### src/rtl/read_out_pkg.sv
// Shared definitions for the read_out block: default geometry, job
// selector encodings, row counts, FSM states and SRAM source tags.
package read_out_pkg;

  localparam int ARRAY_SIZE_DEF        = 8;
  localparam int OUTPUT_DATA_WIDTH_DEF = 16;
  localparam int ADDR_WIDTH_DEF        = 6;

  localparam logic [1:0] DS_AB = 2'd0;
  localparam logic [1:0] DS_C  = 2'd1;

  localparam int ROWS_AB = 16;
  localparam int ROWS_C  = 8;

  typedef enum logic [1:0] {
    S_IDLE  = 2'd0,
    S_ISSUE = 2'd1,
    S_DRAIN = 2'd2,
    S_DONE  = 2'd3
  } state_e;

  typedef enum logic [1:0] {
    SRC_A = 2'd0,
    SRC_B = 2'd1,
    SRC_C = 2'd2
  } src_e;

  // Only the two job selectors with a defined row mapping are legal.
  function automatic logic ds_legal(input logic [1:0] ds);
    return (ds == DS_AB) || (ds == DS_C);
  endfunction

endpackage

### src/rtl/read_out_row_skid_fifo.sv
// Two-entry FIFO holding {last, index, data} rows between the SRAM read
// port and the output handshake. Head entry drives the outputs directly.
module read_out_row_skid_fifo #(
  parameter int W = 8
) (
  input  logic         clk,
  input  logic         srst,
  input  logic         push,
  input  logic [W-1:0] push_data,
  input  logic         pop,
  output logic [W-1:0] head,
  output logic [1:0]   count
);

  logic [W-1:0] mem [2];
  logic         wr_ptr;
  logic         rd_ptr;

  assign head = mem[rd_ptr];

  // Storage, pointers and occupancy; push and pop may coincide at any fill.
  always_ff @(posedge clk) begin
    if (srst) begin
      mem[0] <= '0;
      mem[1] <= '0;
      wr_ptr <= 1'b0;
      rd_ptr <= 1'b0;
      count  <= 2'd0;
    end else begin
      if (push) begin
        mem[wr_ptr] <= push_data;
        wr_ptr      <= ~wr_ptr;
      end
      if (pop) rd_ptr <= ~rd_ptr;
      case ({push, pop})
        2'b10:   count <= count + 2'd1;
        2'b01:   count <= count - 2'd1;
        default: count <= count;
      endcase
    end
  end

endmodule

### src/rtl/read_out.sv
// read_out: streams quantized result rows from output SRAMs a/b/c to a
// valid/ready consumer. data_set 0 -> rows 0..7 from a, 8..15 from b;
// data_set 1 -> rows 0..7 from c. Optional stall counter is enabled with
// the macro READ_OUT_STALL_CNT_EN.
module read_out
  import read_out_pkg::*;
#(
  parameter int ARRAY_SIZE        = ARRAY_SIZE_DEF,
  parameter int OUTPUT_DATA_WIDTH = OUTPUT_DATA_WIDTH_DEF,
  parameter int ADDR_WIDTH        = ADDR_WIDTH_DEF
) (
  input  logic                                    clk,
  input  logic                                    srst,
  input  logic                                    start,
  input  logic [1:0]                              data_set,
  output logic [ADDR_WIDTH-1:0]                   sram_raddr_a,
  input  logic [ARRAY_SIZE*OUTPUT_DATA_WIDTH-1:0] sram_rdata_a,
  output logic [ADDR_WIDTH-1:0]                   sram_raddr_b,
  input  logic [ARRAY_SIZE*OUTPUT_DATA_WIDTH-1:0] sram_rdata_b,
  output logic [ADDR_WIDTH-1:0]                   sram_raddr_c,
  input  logic [ARRAY_SIZE*OUTPUT_DATA_WIDTH-1:0] sram_rdata_c,
  output logic                                    out_valid,
  input  logic                                    out_ready,
  output logic [ARRAY_SIZE*OUTPUT_DATA_WIDTH-1:0] out_data,
  output logic [ADDR_WIDTH-1:0]                   out_index,
  output logic                                    out_last,
  output logic                                    busy,
  output logic                                    done,
  output logic                                    err
`ifdef READ_OUT_STALL_CNT_EN
  ,
  output logic [15:0]                             stall_cnt
`endif
);

  localparam int DW = ARRAY_SIZE * OUTPUT_DATA_WIDTH;
  localparam int EW = DW + ADDR_WIDTH + 1;

  state_e                state;
  logic [ADDR_WIDTH-1:0] idx;
  logic [ADDR_WIDTH-1:0] last_row;
  logic                  job_c;

  // Read issued last cycle; its data is on the selected rdata bus now.
  logic                  inflight;
  src_e                  infl_src;
  logic [ADDR_WIDTH-1:0] infl_idx;
  logic                  infl_last;

  logic [1:0]            count;
  logic                  pop;
  logic [2:0]            occ;
  logic                  can_issue;
  logic                  start_ok;

  logic                  issue_go;
  logic                  issue_c;
  logic                  issue_last;
  logic [ADDR_WIDTH-1:0] issue_idx;
  logic [ADDR_WIDTH-1:0] issue_lastrow;
  src_e                  issue_src;

  logic [DW-1:0]         rdata;
  logic [EW-1:0]         head;

  assign out_valid = (count != 2'd0);
  assign pop       = out_valid & out_ready;
  assign {out_last, out_index, out_data} = head;

  // A slot freed by this cycle's pop is reusable immediately, which keeps
  // one row per cycle flowing while never overfilling the buffer.
  assign occ       = {1'b0, count} + {2'b00, inflight} - {2'b00, pop};
  assign can_issue = (occ < 3'd2);
  assign start_ok  = (state == S_IDLE) && start && ds_legal(data_set);

  // Read issue decision: row 0 goes out with the accepted start so the
  // first row is visible two cycles later.
  always_comb begin
    issue_go      = 1'b0;
    issue_idx     = idx;
    issue_c       = job_c;
    issue_lastrow = last_row;
    if (state == S_IDLE) begin
      issue_idx     = '0;
      issue_c       = (data_set == DS_C);
      issue_lastrow = issue_c ? ADDR_WIDTH'(ROWS_C - 1) : ADDR_WIDTH'(ROWS_AB - 1);
      issue_go      = start_ok;
    end else if (state == S_ISSUE) begin
      issue_go = can_issue;
    end
    issue_last = (issue_idx == issue_lastrow);
    if (issue_c)                                     issue_src = SRC_C;
    else if (issue_idx < ADDR_WIDTH'(ARRAY_SIZE))    issue_src = SRC_A;
    else                                             issue_src = SRC_B;
  end

  // SRAM address registers and in-flight tag; idle ports park at 0.
  always_ff @(posedge clk) begin
    if (srst) begin
      sram_raddr_a <= '0;
      sram_raddr_b <= '0;
      sram_raddr_c <= '0;
      inflight     <= 1'b0;
      infl_src     <= SRC_A;
      infl_idx     <= '0;
      infl_last    <= 1'b0;
    end else begin
      sram_raddr_a <= '0;
      sram_raddr_b <= '0;
      sram_raddr_c <= '0;
      inflight     <= issue_go;
      infl_src     <= issue_src;
      infl_idx     <= issue_idx;
      infl_last    <= issue_last;
      if (issue_go) begin
        case (issue_src)
          SRC_A:   sram_raddr_a <= issue_idx;
          SRC_B:   sram_raddr_b <= issue_idx - ADDR_WIDTH'(ARRAY_SIZE);
          default: sram_raddr_c <= issue_idx;
        endcase
      end
    end
  end

  // Return data select for the in-flight read.
  always_comb begin
    rdata = sram_rdata_a;
    case (infl_src)
      SRC_B:   rdata = sram_rdata_b;
      SRC_C:   rdata = sram_rdata_c;
      default: rdata = sram_rdata_a;
    endcase
  end

  read_out_row_skid_fifo #(.W(EW)) u_fifo (
    .clk       (clk),
    .srst      (srst),
    .push      (inflight),
    .push_data ({infl_last, infl_idx, rdata}),
    .pop       (pop),
    .head      (head),
    .count     (count)
  );

  // Job control FSM with registered busy/done/err.
  always_ff @(posedge clk) begin
    if (srst) begin
      state    <= S_IDLE;
      idx      <= '0;
      last_row <= '0;
      job_c    <= 1'b0;
      busy     <= 1'b0;
      done     <= 1'b0;
      err      <= 1'b0;
    end else begin
      done <= 1'b0;
      err  <= 1'b0;
      case (state)
        S_IDLE: begin
          if (start) begin
            if (ds_legal(data_set)) begin
              job_c    <= issue_c;
              last_row <= issue_lastrow;
              idx      <= ADDR_WIDTH'(1);
              busy     <= 1'b1;
              state    <= S_ISSUE;
            end else begin
              done  <= 1'b1;
              err   <= 1'b1;
              state <= S_DONE;
            end
          end
        end
        S_ISSUE: begin
          if (issue_go) begin
            idx <= idx + ADDR_WIDTH'(1);
            if (issue_last) state <= S_DRAIN;
          end
        end
        S_DRAIN: begin
          if (!inflight && count == 2'd0) begin
            done  <= 1'b1;
            busy  <= 1'b0;
            state <= S_DONE;
          end
        end
        default: state <= S_IDLE;
      endcase
    end
  end

`ifdef READ_OUT_STALL_CNT_EN
  // Saturating count of cycles where a row waits on the consumer.
  always_ff @(posedge clk) begin
    if (srst || (state == S_IDLE && start)) stall_cnt <= '0;
    else if (out_valid && !out_ready && stall_cnt != 16'hFFFF) stall_cnt <= stall_cnt + 16'd1;
  end
`endif

endmodule

### config.mk
export PLATFORM = sky130hd
export DESIGN_NAME = read_out
export DESIGN_NICKNAME = d
export VERILOG_FILES = /design/src/rtl/read_out_pkg.sv /design/src/rtl/read_out_row_skid_fifo.sv /design/src/rtl/read_out.sv
export SDC_FILE = /design/constraint.sdc
export NUM_CORES = 1
export LEC_CHECK = 0
export CORE_ASPECT_RATIO = 2
export CORE_MARGIN = 10
export CORE_UTILIZATION = 36
export DETAILED_ROUTE_END_ITERATION = 16
export PLACE_DENSITY = 0.77
export REMOVE_ABC_BUFFERS = 1
export SYNTH_ARGS = -nofsm -noshare
export SYNTH_HDL_FRONTEND = slang
export SYNTH_HIERARCHICAL = 1
export SYNTH_SLANG_ARGS = --single-unit
### constraint.sdc
create_clock -name clk -period 5.6 [get_ports clk]
set_clock_uncertainty 0.15 [all_clocks]
set_input_delay 0.84 -clock clk [delete_from_list [all_inputs] [get_ports clk]]
set_output_delay 0.84 -clock clk [all_outputs]
set_load 0.005 [all_outputs]
==> impl_metrics.csv <==
group,metric,value,unit
timing,rsz0062_at_grt,"no",
clocking,clk-insertion-delay-late,570,ps
detailed_routing,wire_per_inst,21.9,um
floorplanning,coreArea,44900,um2
cells_and_area,nNetsFinal,2386,
clocking,h-tree-depth,1,
grt,grt_max_degree,145,
clocking,postCtsSetupBuffers,0,
cells_and_area,n_fill_cell,3958,
synthesis,synthFlopType,"edfxtp_1",
synthesis,yosysTopAreaCell,"edfxtp_1",
flow_run,cap_violations,0,
worst_hold_path,whs_endpoint,"busy$_SDFFE_PP0P_",
setup_path,r2r_setup_slack,2540,ps
synthesis,synth_edf_count,270,
setup_path,r2r_cells,10,
clocking,cts_num_sinks,321,
clocking,cts_root_buffer,"clkbuf_16",
setup_path,cp.required,4610,ps
detailed_routing,vias_per_cell,5.11,
synthesis,synth_warnings,6,
synthesis,synthXorXnorAreaFrac,0.808,%
setup_path,crit_type,"reg2out",
grt,gr-total-overflow,0,
floorplanning,initial_core_util,36.2,%
cells_and_area,drive_gt1_share,10.9,%
place,dp_hpwl,41200,um
synthesis,synthArstFlopShare,0,%
power,p_per_area,321,nW/um2
synthesis,synth_cells,1512,
detailed_routing,post-route-drc-count,0,
clocking,clk_pin_slew,70,ps
floorplanning,rows,110,
power,total_power,7390,uW
timing,max_freq,0.254,GHz
setup_path,end_kind,"output pin",
timing,hold_viol,0,
detailed_routing,vias,13200,
power,ir_drop,0.000293,V
setup_path,cp_max_fo,57,
place,io_buffers,546,
detailed_routing,ant_nets,0,
floorplanning,die_h,321,um
detailed_routing,drt_iter0_markers,818,
timing,finalCritPeriodShare,70.3,%
synthesis,synth_cell_types,44,
synthesis,seq_area_frac_synth,56.1,%
synthesis,yosysTopAreaCellShare,49.9,%
synthesis,synth_common_cells,"nor2_1 (312), edfxtp_1 (270), nand2_1 (143), nand2b_1 (140), o21ai_0 (131)",
grt,grt_pass1_vias,13400,
synthesis,synth-compound-area-share,10.7,%
synthesis,ys_ff_latch,321,
timing,period_minus_slack,3940,ps
clocking,hold_buffers,0,
setup_path,r2r_end,"state[1]$_SDFFE_PP0P_",
timing,maxSlewHeadroom,28.4,%
clocking,cts_tree,"done",
cells_and_area,finalInstanceArea,23000,um2
clocking,cts-buffers-inserted,29,
synthesis,syn-cell-area,16300,um2
timing,worst_pin_slew,1070,ps
synthesis,synth_top_family_by_area,"simple AND/OR/NAND/NOR gates",
detailed_routing,routed_wirelength,56300,um
synthesis,synthTopCellsByArea,"edfxtp_1 (50%), nor2_1 (7.2%), dfxtp_1 (6.3%), a22oi_1 (5.9%), mux2_2 (5.9%)",
synthesis,synth.most_common_cell,"nor2_1",
clocking,clock_path_buffers,3,
worst_hold_path,min_path_type,"reg2reg",
run_status,outcome,"finished, final reports clean",
timing,setup_violations,0,
timing,maxSlewViolCount,0,
power,leakagePower,0.00825,uW
synthesis,synth_simple_gate_area_share,16.8,%
setup_path,cp.arrival,2950,ps
grt,track_usage,19.4,%
setup_path,reg2reg_from,"u_fifo/count[1]$_SDFFE_PP0P_",
place,place_congestion,0.949,
grt,grt_antenna_before_repair,6,
place,place_area,22000,um2
synthesis,avgSynthCellArea,10.8,um2
cells_and_area,syn2layout_area_growth,41.7,%
detailed_routing,drt_first_pass_iters,5,
setup_path,cp-start-kind,"flip-flop",
grt,grt_first_pass_wirelength,81400,um
synthesis,yosys.area_share.adder,0.893,%
worst_hold_path,holdCritStartpoint,"busy$_SDFFE_PP0P_",
synthesis,synth.area.mux_share,10.7,%
worst_hold_path,hold_path_depth,2,
floorplanning,fp.dieArea,54600,um2
clocking,cts_resized,0,
floorplanning,io-pin-count,547,
floorplanning,die_x,170,um
[worst max-delay path, cell delays in order, from the launching register on]
cell and delay, ps:
dfxtp_4 940, buf_4 490, mux2_2 380, clkdlybuf4s50_1 460
[logic make-up (layout without fill, tap and decap cells)]
group	after synthesis	after routing
xor gates and xnor gates	15	15
AOI/OAI and AO/OA	275	275
DFF	321	321
adders and majority gates	11	11
buffers and inverters	135	629
and+or+nand+nor	617	617
muxes	137	137
other	1	9
[layer usage]
layer | track usage [%] | part of all wire, % | vias to the layer above
li1 | - | - | 6250
met5 | 0 | 0 | -
met4 | 7.64 | 3.2 | 0
met3 | 3.88 | 7.1 | 91
met2 | 35.7 | 53 | 562
met1 | 21.1 | 36 | 6251
[flip-flops by register name (all words and copies together), names as in the netlist, named ones only]
register       flops
u_fifo/count       2
err                1
done               1
busy               1
infl_idx           6
u_fifo/rd_ptr      1
idx                6
inflight           1
last_row           6
sram_raddr_a       6
infl_src           2
sram_raddr_c       6
sram_raddr_b       6
state              2
u_fifo/wr_ptr      1
u_fifo/mem       270
job_c              1
infl_last          1
[area by class of cell]
| type | count | area [um2] | area share (%) |
|---|---|---|---|
| sequential | 321 | 9130 | 39.6 |
| multi-input combinational | 1058 | 6550 | 28.4 |
| timing repair buffer | 563 | 5620 | 24.4 |
| clock buffer | 37 | 830 | 3.60 |
| tap | 560 | 701 | 3.04 |
| clock inverter | 17 | 145 | 0.630 |
| inverter | 12 | 45.0 | 0.196 |
| antenna | 6 | 15.0 | 0.0652 |
[per-stage QoR]
stage | cells | setup TNS [ps] | utilization, % | setup slack [ps] | hold slack (ps)
after floorplan | 1391 | -342240 | - | -2330 | 259
after global placement | 2514 | 0 | 49.1 | 1970 | 317
after detailed placement | 2514 | 0 | 49.1 | 1980 | 331
after CTS | 2568 | 0 | 51.3 | 1600 | 346
after global routing | 2574 | 0 | 51.3 | 1510 | 362
final | 2574 | 0 | 51.3 | 1660 | 340
[how the worst max path moves through the flow]
stage,from,endpoint,depth (start not counted)
finish,flip-flop,out_data[48],3
global route,flip-flop,out_data[70],3
CTS,flip-flop,out_data[70],3
detailed placement,out_ready,state[1]$_SDFFE_PP0P_,10
global placement,out_ready,state[1]$_SDFFE_PP0P_,10
floorplan,u_fifo/wr_ptr$_SDFFE_PP0P_,u_fifo/mem[0][0]$_SDFFCE_PN0P_,2
[cell usage in the layout (no fill, tap or decap), drive strengths merged, types with 2 or more instances in the layout]
master and count:
clkbuf 37, inv 19, buf 18, nand2 145, conb 3, a22oi 128, clkdlybuf4s50 545, a21oi 7
nand4 3, xor2 9, o21bai 2, nor2 312, mux2 136, nor2b 2, nor3 3, xnor2 6
dfxtp 51, diode 6, o21ai 131, nand2b 140, edfxtp 270, nand3 2, nor3b 2, nor4 2
clkinv 9, ha 10
[where the power goes]
group          switching (uW)  internal [uW]
clock network             921           1110
registers                 146           2880
logic                    1070           1260
Note: power is estimated with default switching activity, not from simulation.
